### src/rtl/store_buffer_if.sv
// rtl/store_buffer_if.sv - handshake/bus bundle between execute, store_buffer and the bus module
//
// Parameters: ADDR_W, DATA_W (multiple of 8), DEPTH (power of two, >= 2)
// Signal groups:
//   st_*     : store acceptance from execute (st_valid/st_ready handshake)
//   bus_*    : head store presented to the bus module (bus_req/bus_done handshake)
//   ld_addr  : load address for forwarding lookup; fwd_hit/fwd_data result
//   busy/full/count : occupancy status to issue logic
// Modports: slave = store_buffer side, master = execute/bus/issue side.
interface store_buffer_if #(
    parameter int ADDR_W = 32,
    parameter int DATA_W = 32,
    parameter int DEPTH  = 4
) ();
    localparam int MASK_W = DATA_W / 8;
    localparam int CNT_W  = $clog2(DEPTH) + 1;

    logic              st_valid;
    logic              st_ready;
    logic [ADDR_W-1:0] st_addr;
    logic [DATA_W-1:0] st_data;
    logic [MASK_W-1:0] st_mask;

    logic              bus_req;
    logic [ADDR_W-1:0] bus_addr;
    logic [DATA_W-1:0] bus_data;
    logic [MASK_W-1:0] bus_mask;
    logic              bus_done;

    logic [ADDR_W-1:0] ld_addr;
    logic              fwd_hit;
    logic [DATA_W-1:0] fwd_data;

    logic              busy;
    logic              full;
    logic [CNT_W-1:0]  count;

    modport slave (
        input  st_valid, st_addr, st_data, st_mask, bus_done, ld_addr,
        output st_ready, bus_req, bus_addr, bus_data, bus_mask,
               fwd_hit, fwd_data, busy, full, count
    );

    modport master (
        output st_valid, st_addr, st_data, st_mask, bus_done, ld_addr,
        input  st_ready, bus_req, bus_addr, bus_data, bus_mask,
               fwd_hit, fwd_data, busy, full, count
    );
endinterface

### src/rtl/store_buffer.sv
// rtl/store_buffer.sv - in-order DEPTH-entry store queue draining to the bus module
//
// Ports:
//   clk  : clock, all state changes on rising edge
//   rst  : synchronous active-high reset; discards all entries, drops bus_req
//   sbus : store_buffer_if.slave (store push, bus drain, load forwarding, status)
// Optional feature macro: STORE_FWD_EN
//   defined   -> fwd_hit/fwd_data compare ld_addr against occupied entries,
//                youngest match wins
//   undefined -> fwd_hit/fwd_data tied to 0, no compare logic
module store_buffer #(
    parameter int ADDR_W = 32,
    parameter int DATA_W = 32,
    parameter int DEPTH  = 4
) (
    input  logic          clk,
    input  logic          rst,
    store_buffer_if.slave sbus
);
    localparam int PTR_W  = $clog2(DEPTH);
    localparam int CNT_W  = PTR_W + 1;
    localparam int MASK_W = DATA_W / 8;

    typedef enum logic {
        S_IDLE = 1'b0,
        S_REQ  = 1'b1
    } state_t;

    state_t            state_q;
    state_t            state_d;
    logic [PTR_W-1:0]  wr_ptr_q;
    logic [PTR_W-1:0]  rd_ptr_q;
    logic [CNT_W-1:0]  count_q;

    logic [ADDR_W-1:0] addr_mem [DEPTH];
    logic [DATA_W-1:0] data_mem [DEPTH];
    logic [MASK_W-1:0] mask_mem [DEPTH];

    logic full_w;
    logic push;
    logic pop;

    // st_ready is a function of the registered count only, so a pop in the
    // same cycle never opens a slot for a push on a full buffer.
    assign full_w = (count_q == CNT_W'(DEPTH));
    assign push   = sbus.st_valid && !full_w;
    assign pop    = (state_q == S_REQ) && sbus.bus_done;

    // ---------------- drain FSM: state register ----------------
    always_ff @(posedge clk) begin
        if (rst) begin
            state_q <= S_IDLE;
        end else begin
            state_q <= state_d;
        end
    end

    // ---------------- drain FSM: next state ----------------
    always_comb begin
        state_d = state_q;
        unique case (state_q)
            S_IDLE: if (count_q != '0)   state_d = S_REQ;
            S_REQ:  if (sbus.bus_done)   state_d = S_IDLE;
            default:                     state_d = S_IDLE;
        endcase
    end

    // ---------------- drain FSM: outputs ----------------
    logic bus_req_w;
    always_comb begin
        bus_req_w = 1'b0;
        unique case (state_q)
            S_IDLE:  bus_req_w = 1'b0;
            S_REQ:   bus_req_w = 1'b1;
            default: bus_req_w = 1'b0;
        endcase
    end

    // ---------------- pointers and occupancy ----------------
    always_ff @(posedge clk) begin
        if (rst) begin
            wr_ptr_q <= '0;
            rd_ptr_q <= '0;
            count_q  <= '0;
        end else begin
            if (push) wr_ptr_q <= wr_ptr_q + PTR_W'(1);
            if (pop)  rd_ptr_q <= rd_ptr_q + PTR_W'(1);
            unique case ({push, pop})
                2'b10:   count_q <= count_q + CNT_W'(1);
                2'b01:   count_q <= count_q - CNT_W'(1);
                default: count_q <= count_q;
            endcase
        end
    end

    // Entry storage carries no reset; occupancy alone defines validity.
    always_ff @(posedge clk) begin
        if (!rst && push) begin
            addr_mem[wr_ptr_q] <= sbus.st_addr;
            data_mem[wr_ptr_q] <= sbus.st_data;
            mask_mem[wr_ptr_q] <= sbus.st_mask;
        end
    end

    assign sbus.st_ready = !full_w;
    assign sbus.bus_req  = bus_req_w;
    assign sbus.bus_addr = addr_mem[rd_ptr_q];
    assign sbus.bus_data = data_mem[rd_ptr_q];
    assign sbus.bus_mask = mask_mem[rd_ptr_q];
    assign sbus.busy     = (count_q != '0);
    assign sbus.full     = full_w;
    assign sbus.count    = count_q;

`ifdef STORE_FWD_EN
    // Walk oldest to youngest so a later match overwrites an earlier one.
    logic              fwd_hit_w;
    logic [DATA_W-1:0] fwd_data_w;
    always_comb begin
        logic [PTR_W-1:0] idx;
        fwd_hit_w  = 1'b0;
        fwd_data_w = '0;
        idx        = '0;
        for (int i = 0; i < DEPTH; i++) begin
            idx = rd_ptr_q + PTR_W'(i);
            if ((CNT_W'(i) < count_q) && (addr_mem[idx] == sbus.ld_addr)) begin
                fwd_hit_w  = 1'b1;
                fwd_data_w = data_mem[idx];
            end
        end
    end
    assign sbus.fwd_hit  = fwd_hit_w;
    assign sbus.fwd_data = fwd_data_w;
`else
    logic unused_ld_addr;
    assign unused_ld_addr = ^sbus.ld_addr;
    assign sbus.fwd_hit   = 1'b0;
    assign sbus.fwd_data  = '0;
`endif
endmodule

### src/flat_wrapper.sv
// flat-port wrapper written by rule: the top's interface ports become plain ports
module store_buffer_flat 
#(
    parameter int ADDR_W = 32,
    parameter int DATA_W = 32,
    parameter int DEPTH  = 4
)
  (clk, rst, sbus_st_valid, sbus_st_addr, sbus_st_data, sbus_st_mask, sbus_bus_done, sbus_ld_addr, sbus_st_ready, sbus_bus_req, sbus_bus_addr, sbus_bus_data, sbus_bus_mask, sbus_fwd_hit, sbus_fwd_data, sbus_busy, sbus_full, sbus_count);
  store_buffer_if #(.ADDR_W(ADDR_W), .DATA_W(DATA_W), .DEPTH(DEPTH)) sbus_i ();
  input  logic clk;
  input  logic rst;
  input wire logic [$bits(sbus_i.st_valid)-1:0] sbus_st_valid;
  input wire logic [$bits(sbus_i.st_addr)-1:0] sbus_st_addr;
  input wire logic [$bits(sbus_i.st_data)-1:0] sbus_st_data;
  input wire logic [$bits(sbus_i.st_mask)-1:0] sbus_st_mask;
  input wire logic [$bits(sbus_i.bus_done)-1:0] sbus_bus_done;
  input wire logic [$bits(sbus_i.ld_addr)-1:0] sbus_ld_addr;
  output wire logic [$bits(sbus_i.st_ready)-1:0] sbus_st_ready;
  output wire logic [$bits(sbus_i.bus_req)-1:0] sbus_bus_req;
  output wire logic [$bits(sbus_i.bus_addr)-1:0] sbus_bus_addr;
  output wire logic [$bits(sbus_i.bus_data)-1:0] sbus_bus_data;
  output wire logic [$bits(sbus_i.bus_mask)-1:0] sbus_bus_mask;
  output wire logic [$bits(sbus_i.fwd_hit)-1:0] sbus_fwd_hit;
  output wire logic [$bits(sbus_i.fwd_data)-1:0] sbus_fwd_data;
  output wire logic [$bits(sbus_i.busy)-1:0] sbus_busy;
  output wire logic [$bits(sbus_i.full)-1:0] sbus_full;
  output wire logic [$bits(sbus_i.count)-1:0] sbus_count;
  assign sbus_i.st_valid = sbus_st_valid;
  assign sbus_i.st_addr = sbus_st_addr;
  assign sbus_i.st_data = sbus_st_data;
  assign sbus_i.st_mask = sbus_st_mask;
  assign sbus_i.bus_done = sbus_bus_done;
  assign sbus_i.ld_addr = sbus_ld_addr;
  assign sbus_st_ready = sbus_i.st_ready;
  assign sbus_bus_req = sbus_i.bus_req;
  assign sbus_bus_addr = sbus_i.bus_addr;
  assign sbus_bus_data = sbus_i.bus_data;
  assign sbus_bus_mask = sbus_i.bus_mask;
  assign sbus_fwd_hit = sbus_i.fwd_hit;
  assign sbus_fwd_data = sbus_i.fwd_data;
  assign sbus_busy = sbus_i.busy;
  assign sbus_full = sbus_i.full;
  assign sbus_count = sbus_i.count;
  store_buffer #(.ADDR_W(ADDR_W), .DATA_W(DATA_W), .DEPTH(DEPTH)) u_core (.clk(clk), .rst(rst), .sbus(sbus_i));
endmodule
### config.mk
export PLATFORM = sky130hd
export DESIGN_NAME = store_buffer_flat
export DESIGN_NICKNAME = d
export VERILOG_FILES = /design/src/rtl/store_buffer_if.sv /design/src/rtl/store_buffer.sv /design/src/flat_wrapper.sv
export SDC_FILE = /design/constraint.sdc
export NUM_CORES = 1
export LEC_CHECK = 0
export ABC_AREA = 1
export CAP_MARGIN = 20
export CORE_UTILIZATION = 50
export CTS_CLUSTER_SIZE = 40
export DETAILED_ROUTE_END_ITERATION = 10
export GPL_ROUTABILITY_DRIVEN = 1
export PLACE_DENSITY = 0.78
export SLEW_MARGIN = 20
export SYNTH_ARGS = -nofsm -noshare
export SYNTH_HDL_FRONTEND = slang
export SYNTH_SLANG_ARGS = --single-unit
### constraint.sdc
create_clock -name clk -period 5 [get_ports clk]
set_clock_uncertainty 0.05 [all_clocks]
set_input_delay 1 -clock clk [delete_from_list [all_inputs] [get_ports clk]]
set_output_delay 1 -clock clk [all_outputs]
set_load 0.02 [all_outputs]
==> impl_metrics.json, run 1 <==
{
  "status": "finished, final reports clean",
  "routed_via_density": 5.40,
  "synth_top_area_cell": "edfxtp_1",
  "tns_ps": 0,
  "synthTopCellsByArea": "edfxtp_1 (75%), o21ai_0 (6.1%), nor2_1 (5.4%)",
  "rows": 53,
  "cts_root_buf": "clkbuf_16",
  "dieArea_um2": 22300,
  "hold_viol": 0,
  "clockPowerShare_pct": 35.4,
  "leakage_nw": 4.50,
  "clk-insertion-delay-late_ps": 520,
  "synth_ff_type": "edfxtp_1",
  "drive_above_1_share_pct": 6.34,
  "synth_edf_count": 272,
  "clk_transition_reported_paths_ps": 60,
  "synth-async-reset-ratio_pct": 0,
  "dr.pass1.iters": 5,
  "netSwitchingFraction_pct": 25.2,
  "clock_path_buffers": 3,
  "total_power_mw": 5.76,
  "grt_util_all_layers_pct": 18.8,
  "required_ps": 3950,
  "synthMostInstantiatedCell": "edfxtp_1",
  "drtAntennaViolNets": 0,
  "worst_hold_path_type": "register to register",
  "cts_resized": 0,
  "routed_wire_length_per_instance_um": 17.5,
  "yosys.area_share.xor_xnor_pct": 0.0808,
  "drtIter0Drc": 383,
  "avgSynthCellArea_um2": 14.1,
  "ir_drop_uv": 255,
  "ys_seq_elements": 282,
  "grt_pass1_vias": 6221,
  "critPathMaxFanout": 76,
  "pre_cts_slack_ps": 1310,
  "grt_start_max_net_pins": 137,
  "seq_power_share_pct": 47.9,
  "p_int_mw": 4.31,
  "nNetsFinal": 1020,
  "diodes": 0,
  "portBuffers": 146,
  "ys_seq_area_share_pct": 77.2,
  "yosysWarnings": 0,
  "cts_setup_buffers": 0,
  "synth_top_family_by_area": "compound AO/OA/AOI/OAI gates",
  "synthMuxAreaShare_pct": 0,
  "fmax_mhz": 239,
  "antenna_found_initial": 1,
  "cts.sinks": 282,
  "syn2layout_area_growth_pct": 22.6,
  "syn_inst": 766,
  "cp-end-kind": "primary output",
  "p_switching_mw": 1.45,
  "holdBufCountCts": 0,
  "die_y_um": 149,
  "cts_tree": "built",
  "power.density_nw_per_um2": 434,
  "cts_buffers": 28,
  "tightest_slew_ps": 958,
  "drv_slew": 0,
  "yosys.area_share.simple_pct": 6.10,
  "max_slew_margin_pct": 36.1,
  "crit_type": "register to primary output",
  "startpoint_type": "register",
  "maxCapViolCount": 0,
  "synth_compound_area_share_pct": 10.4,
  "pwr-share-comb_pct": 16.7,
  "drc": 0,
  "htree_num_levels": 1,
  "core_area_um2": 21200,
  "synthDistinctLibCells": 23,
  "syn_area_um2": 10800,
  "synth_fa_ha_area_share_pct": 0.762,
  "timing.final.crit_share_pct": 83.8,
  "grt-ovfl-total": 0,
  "arrival_ps": 3140,
  "start_util_pct": 51.2,
  "final.setup.worst_slack_ps": 810,
  "grt_first_pass_wirelength_um": 32000,
  "routed_wl_um": 21100,
  "setup_viol": 0,
  "fp.dieW_um": 149,
  "synthTopCellsByCount": "edfxtp_1 (272), nor2_1 (155), o21ai_0 (133), o22ai_1 (68), buf_4 (33)",
  "globalplace.congestion": 0.685,
  "io_pins": 212,
  "layout_min_cycle_time_ps": 4190,
  "rsz0062_at_grt": "no",
  "dp_hpwl_um": 11300,
  "via_count": 6504,
  "synth_top_area_share_pct": 75.4
}
-- layout make-up --
cell class	count	area (µm²)
flip-flops and latches	282	8370
fillers	1575	7870
multi-input cells	422	2030
repair buffers	158	1550
clock buffers	36	762
well taps	275	344
clock inverters	14	148
inverters	18	72.6
-- power groups by stage --
stage	sequential [mW]	clock, mW	combinational (mW)
floorplan	2.79	0	0.578
global placement	2.81	0	0.948
detailed placement	2.81	0	0.964
CTS	2.76	2.08	0.970
global route	2.77	2.17	1.04
finish	2.76	2.04	0.963
-- logic make-up after synthesis --
logic type,after synthesis
simple gates,174
fa+ha+maj,6
other cells,1
xor+xnor,1
flops,282
compound gates,208
buf+inv,94
-- final timing paths --
| path | start | endpoint | slack, ps | depth (start not counted) |
|---|---|---|---|---|
| worst max-delay path | register | sbus_bus_data[3] | 810 | 4 |
| worst min-delay path | u_core.rd_ptr_q[1]$_SDFFE_PP0N_ | register | 470 | 4 |
| worst max register to register | u_core.sbus.count[0]$_SDFFE_PP0P_ | u_core.data_mem[1][30]$_DFFE_PP_ | 2700 | 5 |
| worst min register to register | u_core.rd_ptr_q[1]$_SDFFE_PP0N_ | register | 470 | 4 |
-- sequential cells by signal, summed over array words and instances, names as in the netlist, named ones only --
signal and cells:
u_core.mask_mem 16, u_core.sbus.count 3, u_core.rd_ptr_q 2, u_core.data_mem 128, u_core.addr_mem 128, u_core.wr_ptr_q 2, u_core.state_q 1
-- cell usage in the layout, fill, tap and decap left out, types with 2 or more instances in the layout --
cell type | synthesis | final
conb_1 | 1 | 33
clkdlybuf4s50_1 | 0 | 146
nor2_1 | 155 | 151
nor2_4 | 0 | 4
dfxtp_1 | 10 | 8
o22ai_1 | 68 | 68
edfxtp_1 | 272 | 272
clkbuf_16 | 0 | 29
o21ai_0 | 133 | 133
a21oi_1 | 2 | 2
clkinvlp_4 | 0 | 2
clkinv_1 | 0 | 5
clkbuf_1 | 10 | 6
ha_1 | 5 | 5
nand2_1 | 14 | 14
buf_4 | 33 | 12
nand3_1 | 4 | 4
o21ai_1 | 5 | 5
clkinv_2 | 0 | 3
inv_1 | 16 | 16
bufinv_16 | 0 | 3
-- critical path, stage by stage (launching register included) --
cell             delay (ps)
dfxtp_4                 860
buf_4                   640
o21ai_0                 190
o22ai_1                 250
clkdlybuf4s50_1         650
-- stage by stage --
step	cells	instance area, µm²	util, %	hold WS [ps]
after global routing	1205	13300	62.8	525
final	1205	13300	62.8	474
after detailed placement	1155	12400	58.5	462
after floorplan	798	11000	-	442
after global placement	1155	12400	58.5	443
after CTS	1205	13300	62.8	473
-- routing by layer --
layer / track usage [%] / vias up / wire [µm]
li1: - / 3054 / -
met1: 23.9 / 3170 / 8790
met2: 32.6 / 255 / 10600
met3: 4.07 / 23 / 1530
met4: 4.69 / 2 / 222
met5: 0 / - / 13
No activity file was read; power rests on OpenSTA's default activity.
==> inputs of run 2 (changes only) <==
- clock period: 5 -> 4 ns (I/O delays scaled with it)
==> run 2 against run 1 <==
Effect of this change: register-to-register slack worse by 980 ps; first-iteration DRC count is 12% higher; non-clock buffer count is 3 higher; die area stayed put; wire length is 1.9% higher; sequential cell count stayed put; global-route usage is 0.75 points higher; cell count is 0.25% higher; sequential power is 25% higher; setup slack worse by 490 ps; clock power is 25% higher; design area is 0.34% higher; critical path type unchanged.
==> impl_metrics.json, run 2 (synthesized netlist as in run 1, its figures left out) <==
{
  "status": "finished, final reports clean",
  "dp_hpwl_um": 12100,
  "drv_slew": 0,
  "fp.dieW_um": 149,
  "die_y_um": 149,
  "rows": 53,
  "nNetsFinal": 1022,
  "ir_drop_uv": 443,
  "routed_via_density": 5.42,
  "rsz0062_at_grt": "no",
  "leakage_nw": 4.52,
  "routed_wl_um": 21500,
  "drc": 0,
  "cts.sinks": 282,
  "grt_util_all_layers_pct": 19.5,
  "required_ps": 3150,
  "maxCapViolCount": 0,
  "layout_min_cycle_time_ps": 3680,
  "tightest_slew_ps": 680,
  "antenna_found_initial": 1,
  "max_slew_margin_pct": 54.7,
  "crit_type": "register to primary output",
  "clock_path_buffers": 3,
  "timing.final.crit_share_pct": 92.0,
  "worst_hold_path_type": "register to register",
  "syn2layout_area_growth_pct": 23.0,
  "critPathMaxFanout": 64,
  "cts_tree": "built",
  "dieArea_um2": 22300,
  "startpoint_type": "register",
  "clk_transition_reported_paths_ps": 60,
  "final_common_cell": "edfxtp_1",
  "drtIter0Drc": 428,
  "grt_first_pass_wirelength_um": 33600,
  "fmax_mhz": 272,
  "start_util_pct": 51.2,
  "grt_start_max_net_pins": 75,
  "setup_viol": 0,
  "arrival_ps": 2830,
  "cts_setup_buffers": 0,
  "portBuffers": 146,
  "cts_root_buf": "clkbuf_16",
  "dr.pass1.iters": 5,
  "cp-end-kind": "primary output",
  "cts_resized": 0,
  "grt_pass1_vias": 6611,
  "hold_viol": 0,
  "grt-ovfl-total": 0,
  "globalplace.congestion": 0.696,
  "routed_wire_length_per_instance_um": 17.8,
  "final_cell_mix": "edfxtp_1 (272), nor2_1 (151), clkdlybuf4s50_1 (146)",
  "power.density_nw_per_um2": 541,
  "diodes": 0,
  "htree_num_levels": 1,
  "io_pins": 212,
  "holdBufCountCts": 0,
  "clk-insertion-delay-late_ps": 520,
  "core_area_um2": 21200,
  "holdWs_ps": 459,
  "final_util_pct": 63.0,
  "drive_above_1_share_pct": 6.86,
  "via_count": 6550,
  "drtAntennaViolNets": 0,
  "reg.largest.list": "u_core.addr_mem x128, u_core.data_mem x128, u_core.mask_mem x16",
  "cts_buffers": 27
}
## run 2: changes by cell type in the layout (fill, tap and decap cells not counted), sizes merged
cell,delta
clkbuf,-4
buf,+3
clkinvlp,+1
bufinv,+1
clkinv,+1
inv,+1
## run 2: worst max-delay path: stages (launching register included)
cell,delay (ps)
dfxtp_4,780
inv_6,320
buf_12,290
o21ai_0,210
o22ai_1,110
clkdlybuf4s50_1,550
## run 2: where the power goes
| part | switching, mW | internal, mW | total, mW |
|---|---|---|---|
| clock network | 1.04 | 1.50 | 2.54 |
| logic | 0.727 | 0.501 | 1.23 |
| registers | 0.0761 | 3.37 | 3.44 |
| total | 1.84 | 5.37 | 7.21 |
## run 2: final timing paths
check | startpoint | to | slack [ps] | cells after the start
max | register | sbus_bus_addr[9] | 320 | 5
min | u_core.state_q$_SDFF_PP0_ | u_core.state_q$_SDFF_PP0_ | 460 | 2
max reg2reg | u_core.sbus.count[0]$_SDFFE_PP0P_ | u_core.addr_mem[0][4]$_DFFE_PP_ | 1720 | 5
min reg2reg | u_core.state_q$_SDFF_PP0_ | u_core.state_q$_SDFF_PP0_ | 460 | 2
## run 2: layer usage
layer  vias up  global-route usage, %  wire length [µm]
li1       3066                      -                 -
met4         2                   5.71               353
met1      3215                   24.3              8650
met3        33                   3.88              1400
met5         -                      0                11
met2       234                   34.4             11100
## run 2: cell type report
cell class / count / area (µm²)
Tap cell: 275 / 344
Clock buffer: 32 / 694
Clock inverter: 18 / 200
Multi-Input combinational cell: 422 / 2030
Timing Repair Buffer: 161 / 1610
Fill cell: 1539 / 7830
Sequential cell: 282 / 8370
Inverter: 18 / 72.6
## run 2: stage by stage
| step | setup slack (ps) | area (µm²) | power [mW] | TNS (ps) | cells |
|---|---|---|---|---|---|
| floorplan | -492 | 11000 | 4.21 | -133860 | 798 |
| global placement | 875 | 12400 | 4.71 | 0 | 1158 |
| detailed placement | 837 | 12400 | 4.74 | 0 | 1158 |
| CTS | 275 | 13300 | 7.28 | 0 | 1208 |
| global route | 106 | 13300 | 7.50 | 0 | 1208 |
| finish | 322 | 13300 | 7.21 | 0 | 1208 |
==> inputs of run 3 (changes only) <==
- CORE_UTILIZATION: 50 -> 52
- PLACE_DENSITY: 0.78 -> 0.8
==> run 3 against run 2 <==
Effect of this change: sequential share of layout area grew 0.27 points; core utilization grew 2.4 points; sequential power barely moved; hold slack gained 1.4 ps; cell count shrank 0.50%; critical path depth unchanged; register-to-register slack got worse by 90 ps; first-iteration DRC count down 11%; sequential cell count is the same; design area down 0.43%; highest routed layer is now met4; critical endpoint is now sbus_bus_addr[4].
==> impl_metrics.json, run 3 (synthesized netlist as in run 1, its figures left out) <==
{
  "status": "finished, final reports clean",
  "maxCapViolCount": 0,
  "clk_transition_reported_paths_ps": 60,
  "drive_above_1_share_pct": 6.22,
  "drtIter0Drc": 382,
  "dieArea_um2": 21400,
  "grt_start_max_net_pins": 137,
  "netSwitchingFraction_pct": 25.4,
  "critPathMaxFanout": 75,
  "worst_hold_path_type": "register to register",
  "antenna_found_initial": 0,
  "ir_drop_uv": 374,
  "cts_tree": "built",
  "dp_hpwl_um": 11900,
  "cts_setup_buffers": 0,
  "routed_wl_um": 21500,
  "hold_viol": 0,
  "grt-ovfl-total": 0,
  "diodes": 0,
  "cts_resized": 0,
  "fp.dieW_um": 146,
  "layout_min_cycle_time_ps": 3470,
  "io_pins": 212,
  "core_area_um2": 20300,
  "tightest_slew_ps": 695,
  "drtAntennaViolNets": 0,
  "pwr-share-comb_pct": 17.8,
  "final_common_cell": "edfxtp_1",
  "pre_cts_slack_ps": 966,
  "p_int_mw": 5.27,
  "rows": 52,
  "grt_pass1_vias": 6470,
  "grt_first_pass_wirelength_um": 33400,
  "crit_type": "register to primary output",
  "clk-insertion-delay-late_ps": 520,
  "cts.sinks": 282,
  "via_count": 6501,
  "dr.pass1.iters": 4,
  "setup_viol": 0,
  "final_cell_mix": "edfxtp_1 (272), nor2_1 (151), clkdlybuf4s50_1 (146)",
  "rsz0062_at_grt": "no",
  "cts_buffers": 27,
  "nNetsFinal": 1022,
  "power.density_nw_per_um2": 532,
  "required_ps": 3150,
  "arrival_ps": 2620,
  "htree_num_levels": 1,
  "dp.cells": 1153,
  "syn2layout_area_growth_pct": 22.5,
  "final_util_pct": 65.4,
  "portBuffers": 146,
  "start_util_pct": 53.4,
  "drv_slew": 0,
  "cts_root_buf": "clkbuf_16",
  "final.setup.worst_slack_ps": 526,
  "clockPowerShare_pct": 33.8,
  "startpoint_type": "register",
  "leakage_nw": 4.49,
  "reg.largest.list": "u_core.addr_mem x128, u_core.data_mem x128, u_core.mask_mem x16",
  "fin_cells": 1202,
  "seq_power_share_pct": 48.4,
  "clock_path_buffers": 3,
  "globalplace.congestion": 0.696,
  "holdBufCountCts": 0,
  "p_switching_mw": 1.79,
  "routed_wire_length_per_instance_um": 17.9,
  "timing.final.crit_share_pct": 86.9,
  "die_y_um": 146,
  "drc": 0,
  "cp-end-kind": "primary output",
  "fmax_mhz": 288,
  "max_slew_margin_pct": 53.7,
  "fillCellCount": 1423,
  "grt_util_all_layers_pct": 20.0,
  "routed_via_density": 5.41
}
run 3: cell count changes in the layout (fill, tap and decap cells not counted), moves of 2 or more:
cell        change
bufinv_16       -2
clkinv_1        -2
clkbuf_1        +7
clkinvlp_4      -3
run 3: area by class of cell:
type | instances | area, µm² | share of cell area (%)
clock inverters | 9 | 96.3 | 0.726
well taps | 270 | 338 | 2.55
flip-flops and latches | 282 | 8370 | 63.1
clock buffers | 40 | 734 | 5.53
multi-input cells | 422 | 2030 | 15.3
inverters | 18 | 72.6 | 0.547
repair buffers | 161 | 1620 | 12.2
run 3: path summary, 6_finish.rpt:
check	slack, ps	depth (start not counted)	end	startpoint
worst max register to register	1630	5	u_core.addr_mem[1][15]$_DFFE_PP_	u_core.sbus.count[0]$_SDFFE_PP0P_
worst max-delay path	530	5	sbus_bus_addr[4]	register
worst min-delay path	460	2	u_core.state_q$_SDFF_PP0_	u_core.state_q$_SDFF_PP0_
worst min register to register	460	2	u_core.state_q$_SDFF_PP0_	u_core.state_q$_SDFF_PP0_
run 3: metal layers:
layer,up-vias,routed length (µm),global-route usage [%]
li1,3054,-,-
met1,3176,8750,25.7
met2,235,10800,34.3
met3,36,1540,4.50
met4,0,452,5.47
met5,-,0,0
run 3: metrics by stage:
step / total power [mW] / cell area [µm²] / TNS (ps) / hold slack, ps
3_5_place_dp: 4.73 / 12400 / 0 / 446
3_3_place_gp: 4.71 / 12400 / 0 / 440
5_1_grt: 7.34 / 13300 / 0 / 512
6_report: 7.06 / 13300 / 0 / 460
4_1_cts: 7.11 / 13300 / 0 / 470
2_1_floorplan: 4.21 / 11000 / -133860 / 442
run 3: power by group through the flow:
| stage | logic, mW | registers [mW] | clock network (mW) |
|---|---|---|---|
| 2_1_floorplan | 0.722 | 3.49 | 0 |
| 6_report | 1.26 | 3.41 | 2.39 |
| 4_1_cts | 1.27 | 3.42 | 2.43 |
| 3_3_place_gp | 1.24 | 3.47 | 0 |
| 3_5_place_dp | 1.26 | 3.48 | 0 |
| 5_1_grt | 1.36 | 3.42 | 2.55 |
run 3: critical path, cell delays in order, from the launching register on:
cell and delay [ps]:
dfxtp_4 360, inv_6 390, buf_4 340, o21ai_0 120, o22ai_1 200, clkdlybuf4s50_1 650
